==> src/rtl/mt_gshare_bht_pkg.sv <==
// Shared types and helpers for the multi-thread gshare branch history table.
package bht_pkg;

    // Two-bit saturating direction counter; MSB is the predicted direction.
    typedef logic [1:0] bht_ctr_t;

    // Counters come out of reset and clear as weakly not-taken.
    localparam bht_ctr_t BHT_CTR_RST = 2'b01;

    typedef enum logic {BHT_IDLE, BHT_CLEAR} bht_state_e;

    // Wide enough for any table index; callers truncate to their own IDX_W.
    localparam int unsigned BHT_IDX_MAX_W = 32;
    typedef logic [BHT_IDX_MAX_W-1:0] bht_idx_t;

    // gshare index: PC bits XOR history aligned to the top of the index.
    function automatic bht_idx_t bht_index(input bht_idx_t pc_bits,
                                           input bht_idx_t hist,
                                           input int unsigned hist_shift);
        return pc_bits ^ (hist << hist_shift);
    endfunction

    // Saturating +1 / -1 in the range 0..3, never wrapping.
    function automatic bht_ctr_t bht_ctr_sat(input bht_ctr_t ctr, input logic taken);
        bht_ctr_t res;
        res = ctr;
        if (taken && ctr != 2'b11) begin
            res = ctr + 2'b01;
        end else if (!taken && ctr != 2'b00) begin
            res = ctr - 2'b01;
        end
        return res;
    endfunction

endpackage

==> src/rtl/mt_gshare_bht_ghr.sv <==
// Per-thread speculative global history register.
// Priority: clear > restore > shift.
module gshare_ghr
    import bht_pkg::*;
#(
    parameter int unsigned HIST_BITS = 3
) (
    input  logic                 clk,
    input  logic                 rst,
    input  logic                 clear,
    input  logic                 restore_en,
    input  logic [HIST_BITS-1:0] restore_val,
    input  logic                 shift_en,
    input  logic                 shift_bit,
    output logic [HIST_BITS-1:0] ghr
);

    logic [HIST_BITS-1:0] ghr_reg;

    // History register; truncating {ghr, bit} keeps the newest HIST_BITS bits,
    // which also covers the single-bit history case.
    always_ff @(posedge clk or posedge rst) begin
        if (rst) begin
            ghr_reg <= '0;
        end else if (clear) begin
            ghr_reg <= '0;
        end else if (restore_en) begin
            ghr_reg <= restore_val;
        end else if (shift_en) begin
            ghr_reg <= HIST_BITS'({ghr_reg, shift_bit});
        end
    end

    assign ghr = ghr_reg;

endmodule

==> src/rtl/mt_gshare_bht.sv <==
// Multi-thread gshare branch history table: counter array, saturating
// update, per-thread speculative history and a sequential clear engine.
module mt_gshare_bht
    import bht_pkg::*;
#(
    parameter int unsigned NR_ENTRIES  = 32,
    parameter int unsigned HIST_BITS   = 3,
    parameter int unsigned NUM_THREADS = 1,
    parameter int unsigned VLEN        = 32,
    parameter int unsigned PC_OFFSET   = 1,
    localparam int unsigned IDX_W      = $clog2(NR_ENTRIES),
    localparam int unsigned TID_W      = (NUM_THREADS > 1) ? $clog2(NUM_THREADS) : 1
) (
    input  logic                 clk_i,
    input  logic                 rst_i,
    input  logic                 flush_i,
    output logic                 ready_o,
    input  logic                 lookup_valid_i,
    input  logic [TID_W-1:0]     lookup_tid_i,
    input  logic [VLEN-1:0]      lookup_pc_i,
    output logic                 lookup_taken_o,
    output logic [HIST_BITS-1:0] lookup_hist_o,
    input  logic                 update_valid_i,
    input  logic [TID_W-1:0]     update_tid_i,
    input  logic [VLEN-1:0]      update_pc_i,
    input  logic [HIST_BITS-1:0] update_hist_i,
    input  logic                 update_taken_i,
    input  logic                 update_mispredict_i
);

    // Thread ids are decoded over the full TID_W range; slots beyond
    // NUM_THREADS read as an all-zero history.
    localparam int unsigned NUM_TID_SLOTS = 1 << TID_W;

    bht_state_e           state_reg, state_next;
    logic [IDX_W-1:0]     clr_idx_reg, clr_idx_next;
    logic                 clear_we;

    bht_ctr_t             ctr_table_reg [NR_ENTRIES];
    logic [HIST_BITS-1:0] ghr_all [NUM_TID_SLOTS];

    logic [HIST_BITS-1:0] lk_hist;
    logic [IDX_W-1:0]     lk_idx;
    logic [IDX_W-1:0]     up_idx;
    bht_ctr_t             up_ctr_next;
    logic [HIST_BITS-1:0] restore_val;

    // Only the indexed PC slice is used; the remaining bits are intentionally dropped.
    logic unused_pc_bits;
    assign unused_pc_bits = ^{lookup_pc_i, update_pc_i};

    // ---------------- index and lookup ----------------
    assign lk_hist = ghr_all[lookup_tid_i];
    assign lk_idx  = IDX_W'(bht_index(bht_idx_t'(lookup_pc_i[PC_OFFSET +: IDX_W]),
                                      bht_idx_t'(lk_hist), IDX_W - HIST_BITS));
    assign up_idx  = IDX_W'(bht_index(bht_idx_t'(update_pc_i[PC_OFFSET +: IDX_W]),
                                      bht_idx_t'(update_hist_i), IDX_W - HIST_BITS));

    // Lookup reads the registered table, so a same-cycle update is not visible yet.
    assign lookup_taken_o = ready_o & ctr_table_reg[lk_idx][1];
    assign lookup_hist_o  = ready_o ? lk_hist : '0;

    assign up_ctr_next = bht_ctr_sat(ctr_table_reg[up_idx], update_taken_i);
    assign restore_val = HIST_BITS'({update_hist_i, update_taken_i});

    // ---------------- per-thread history ----------------
    genvar gi;
    generate
        for (gi = 0; gi < NUM_TID_SLOTS; gi++) begin : g_thread
            if (gi < NUM_THREADS) begin : g_ghr
                gshare_ghr #(
                    .HIST_BITS (HIST_BITS)
                ) u_ghr (
                    .clk         (clk_i),
                    .rst         (rst_i),
                    .clear       (flush_i),
                    .restore_en  (update_valid_i & ready_o & update_mispredict_i &
                                  (update_tid_i == TID_W'(gi))),
                    .restore_val (restore_val),
                    .shift_en    (lookup_valid_i & ready_o & (lookup_tid_i == TID_W'(gi))),
                    .shift_bit   (lookup_taken_o),
                    .ghr         (ghr_all[gi])
                );
            end else begin : g_unused
                assign ghr_all[gi] = '0;
            end
        end
    endgenerate

    // ---------------- counter table ----------------
    // Clear engine owns the write port while running; otherwise resolved branches train it.
    always_ff @(posedge clk_i or posedge rst_i) begin
        if (rst_i) begin
            for (int unsigned i = 0; i < NR_ENTRIES; i++) begin
                ctr_table_reg[i] <= BHT_CTR_RST;
            end
        end else if (clear_we) begin
            ctr_table_reg[clr_idx_reg] <= BHT_CTR_RST;
        end else if (update_valid_i && ready_o) begin
            ctr_table_reg[up_idx] <= up_ctr_next;
        end
    end

    // ---------------- clear FSM ----------------
    // State and clear pointer registers.
    always_ff @(posedge clk_i or posedge rst_i) begin
        if (rst_i) begin
            state_reg   <= BHT_IDLE;
            clr_idx_reg <= '0;
        end else begin
            state_reg   <= state_next;
            clr_idx_reg <= clr_idx_next;
        end
    end

    // Next state: a flush (re)starts from entry 0; the last entry returns to IDLE
    // instead of letting the pointer wrap.
    always_comb begin
        state_next   = state_reg;
        clr_idx_next = clr_idx_reg;
        case (state_reg)
            BHT_IDLE: begin
                if (flush_i) begin
                    state_next   = BHT_CLEAR;
                    clr_idx_next = '0;
                end
            end
            BHT_CLEAR: begin
                if (flush_i) begin
                    clr_idx_next = '0;
                end else if (clr_idx_reg == IDX_W'(NR_ENTRIES - 1)) begin
                    state_next   = BHT_IDLE;
                    clr_idx_next = '0;
                end else begin
                    clr_idx_next = clr_idx_reg + IDX_W'(1);
                end
            end
            default: begin
                state_next   = BHT_IDLE;
                clr_idx_next = '0;
            end
        endcase
    end

    // Outputs: ready only while idle; table write strobe while clearing.
    always_comb begin
        ready_o  = 1'b0;
        clear_we = 1'b0;
        case (state_reg)
            BHT_IDLE:  ready_o  = 1'b1;
            BHT_CLEAR: clear_we = 1'b1;
            default:   ready_o  = 1'b0;
        endcase
    end

endmodule

==> config.mk <==
export PLATFORM = sky130hd
export DESIGN_NAME = mt_gshare_bht
export DESIGN_NICKNAME = d
export VERILOG_FILES = /design/src/rtl/mt_gshare_bht_pkg.sv /design/src/rtl/mt_gshare_bht_ghr.sv /design/src/rtl/mt_gshare_bht.sv
export SDC_FILE = /design/constraint.sdc
export NUM_CORES = 1
export LEC_CHECK = 0
export CORE_MARGIN = 2
export CORE_UTILIZATION = 54
export CTS_BUF_LIST = sky130_fd_sc_hd__clkbuf_16
export CTS_CLUSTER_DIAMETER = 200
export DETAILED_ROUTE_END_ITERATION = 10
export PLACE_DENSITY = 0.77
export SKIP_CTS_REPAIR_TIMING = 1
export SLEW_MARGIN = 20
export SYNTH_ARGS = -nofsm -noshare
export SYNTH_HDL_FRONTEND = slang
export SYNTH_HIERARCHICAL = 1
export SYNTH_SLANG_ARGS = --single-unit
==> constraint.sdc <==
create_clock -name clk_i -period 3.4 [get_ports clk_i]
set_input_delay 0.68 -clock clk_i [delete_from_list [all_inputs] [get_ports clk_i]]
set_output_delay 0.68 -clock clk_i [all_outputs]
set_load 0.01 [all_outputs]
==> flow_summary_export.csv <==
group,metric,value,unit
routing,vias,4326,
sta,setup_ws,82.8,ps
worst_setup_path,capturing_point_of_the_worst_reg2reg_path,"ctr_table_reg[37]",
place,placed_area,5270,µm²
worst_setup_path,crit_start,"update_pc_i[3]",
die,initial_utilization,56.3,%
die,row_count,33,
grt,grt_pass1_vias,4213,
power_and_ir_drop,power_per_unit_of_standard_cell_area,441,nW/µm²
worst_setup_path,worstSetupPathType,"in2reg",
place,gp_congestion,0.962,
clock_network,cts_tree,"yes",
min_path,holdCritPathClass,"reg2reg",
place,placedCellCount,594,
grt,antenna_found_initial,0,
layout,final_std_cells_w_o_fill,616,
worst_setup_path,arrival,3550,ps
sta,rsz0062_at_grt,"false",
worst_setup_path,rr_worst_depth,9,
layout,design.final.nets,589,
layout,final_layout_size_suffix_gt1_share,32.3,%
routing,detail_route.wirelength,14.6,mm
sta,slew_limit_headroom,47.4,%
yosys,sequential_cell_area_fraction_in_the_yosys_report,39.9,%
clock_network,cts.root.buffer_cell,"sky130_fd_sc_hd__clkbuf_16",
min_path,worst_hold_path.endpoint,"ctr_table_reg[19]",
layout,flow.area_growth_from_synthesis,23.7,%
place,place_worst_setup_slack,-493,ps
yosys,share_of_synthesized_flip_flops_with_an_asynchronous_set_or_reset,100,%
yosys,synth_enable_flop_cells,0,
worst_setup_path,timing.rr.start,"ctr_table_reg[13]",
yosys,synth_fp_nets,527,
clock_network,cts_num_sinks,73,
min_path,worstHoldStart,"ctr_table_reg[19]",
job,drv_cap,0,
yosys,synthDistinctLibCells,49,
routing,average_wire_length_per_cell_after_detail_routing,23.6,µm
sta,finalHoldWorstSlack,551,ps
grt,grt_pass1_wl,22.9,mm
sta,max_clock_freq,0.301,GHz
sta,layout_min_cycle_time,3320,ps
layout,antenna_cells,0,
yosys,synth_warnings,6,
die,die_w,97.0,µm
yosys,synthCells,444,
routing,drt_pre_antenna_iters,5,
worst_setup_path,crit_path_max_fanout,8,
routing,remaining_drc_errors,0,
grt,globalRoute.totalOverflow,0,
power_and_ir_drop,ir_drop,0.336,mV
grt,grtUsageTotal,31.2,%
routing,route.detailed.vias_per_inst,7.02,
routing,initialDrtViolationCount,528,
place,place_hpwl,9.41,mm
yosys,syn_area_per_cell,10.5,µm²
layout,non_filler_cell_area_final,5780,µm²
sta,timing.final.hold_violations,0,
place,buffers_on_ports,26,
die,core_region_area,8300,µm²
sta,timing.clock.skew,11.0,ps
die,floorplan.die_area,9410,µm²
power_and_ir_drop,total_leakage_power,0.00224,µW
yosys,synth_top_area_cell,"sky130_fd_sc_hd__dfrtp_1",
sta,tightest_slew,786,ps
sta,maxSlewViolCount,0,
worst_setup_path,critical_path.endpoint_type,"register",
yosys,main_flop_type_after_synthesis,"sky130_fd_sc_hd__dfrtp_1",
grt,largest_net_degree_at_the_start_of_global_routing,33,
outcome,result_of_the_run,"finished, final reports clean",
layout,num-fill-cells,590,
yosys,syn_area,4670,µm²
clock_network,maximum_root_to_sink_buffer_count,2,
worst_setup_path,crit_path_frequent_cell,"sky130_fd_sc_hd__buf_4",
yosys,yosys_register_bits,73,
routing,route.antenna.remaining_nets,0,
worst_setup_path,timing.critical_path.slowest_stage_cell,"sky130_fd_sc_hd__clkdlybuf4s50_1",
clock_network,cts_max_level,3,
clock_network,clkLatencyLatePin,340,ps
worst_setup_path,cp_cell_sequence,"clkdlybuf4s50_1 -> xnor2_1 -> buf_4 -> nor3_2 -> buf_4 -> a22oi_2 -> nand4_4 -> inv_1 -> ha_2 -> nor3b_2 -> a211oi_2 -> buf_6 -> nand2_1 -> o32ai_1",
worst_setup_path,cp_startpoint_kind,"input pin",
yosys,yosys-top-cells-count,"sky130_fd_sc_hd__nor2_1 (66), sky130_fd_sc_hd__dfrtp_1 (41), sky130_fd_sc_hd__dfstp_2 (32)",
die,num_io_pins,81,
worst_setup_path,cp_num_buf_inv,5,
yosys,synth_top_area_share,22.0,%
worst_setup_path,cp_data_required_time,3630,ps
worst_setup_path,critPathMaxStageDelay,570,ps
worst_setup_path,ff2ff_setup_slack,680,ps
min_path,min_delay_path_depth,2,
layout,largest_register_ff_count,64,
sta,timing.final.crit_share,97.6,%
die,die_height,97.0,µm
yosys,post_synth_main_area_contributors,"sky130_fd_sc_hd__dfrtp_1 (22%), sky130_fd_sc_hd__dfstp_2 (18%), sky130_fd_sc_hd__mux4_1 (6.7%), sky130_fd_sc_hd__mux4_2 (6.7%), sky130_fd_sc_hd__nor2_1 (5.3%)",
sta,timing.setup.tns,0,ps
worst_setup_path,worst_path_dominant_cell_family,"buffers and inverters",
clock_network,numCtsBuffers,9,
clock_network,cts.reportedPaths.clkPinSlew,60,ps
yosys,post-synth-top-count-cell,"sky130_fd_sc_hd__nor2_1",
sta,finalSetupViolCount,0,
==> layout make-up <==
type,count,area [µm²],area share [%]
tap,105,131,2.27
inverter,9,33.8,0.584
multi-input combinational,333,2690,46.5
clock buffer,9,225,3.89
clock inverter,7,70.1,1.21
sequential,73,1870,32.3
timing repair buffer,80,764,13.2
==> worst max path at each step <==
stage,endpoint,slack (ps),cells after the start
after floorplan,ctr_table_reg[25],150,8
after global placement,lookup_taken_o,-410,7
after detailed placement,ctr_table_reg[15],-490,10
after CTS,lookup_taken_o,-430,7
after global routing,ctr_table_reg[43],20,14
final,ctr_table_reg[37],80,14
==> report_power, final <==
group / total [µW] / switching, µW / internal, µW
Clock: 949 / 382 / 567
Combinational: 613 / 356 / 257
Sequential: 989 / 38.8 / 950
Total: 2550 / 777 / 1770
==> metal layers <==
layer	part of all wire [%]	vias up	track usage [%]
met4	3.7	0	11.7
met3	11	60	8.67
met1	39	2142	42.6
li1	-	1822	-
met2	46	302	47.7
met5	0	-	0
==> cells by family after synthesis <==
family	share of synthesized area, %
simple gates	17.3
compound gates	17.8
flops	39.9
buf+inv	5.76
mux	15.0
xor+xnor	2.38
fa+ha+maj	1.87
==> worst reg2reg max path: cells and delay by family (launching register included) <==
kind,cells,cell delay (ps)
AOI/OAI and AO/OA,3,790
muxes,1,570
DFF,1,400
adders and majority gates,1,300
buffers and inverters,2,290
and+or+nand+nor,2,280
==> cell usage in the layout, fill, tap and decap left out, drive strengths merged, types with 4 or more instances in the layout <==
cell type	netlist	routed
a211oi	4	4
a21oi	23	23
a22oi	8	8
and2	4	4
buf	11	54
clkbuf	17	10
clkdlybuf4s50	0	22
dfrtp	41	41
dfstp	32	32
ha	7	7
inv	9	11
mux2i	7	7
mux4	26	26
nand2	22	22
nand3	9	9
nand3b	9	9
nor2	66	66
nor2b	6	6
nor3	29	29
o21ai	30	30
o221ai	10	10
o22ai	5	5
o31ai	21	21
o32ai	16	16
or2	4	4
xnor2	7	7
xor2	4	4
==> metrics by stage <==
| stage | total power (µW) | utilization (%) |
|---|---|---|
| 3_5_place_dp | 1560 | 63.4 |
| 4_1_cts | 2500 | 67.0 |
| 3_3_place_gp | 1530 | 63.4 |
| 2_1_floorplan | 1350 | - |
| 5_1_grt | 2630 | 69.7 |
| 6_report | 2550 | 69.7 |
Note: power is estimated with default switching activity, not from simulation.
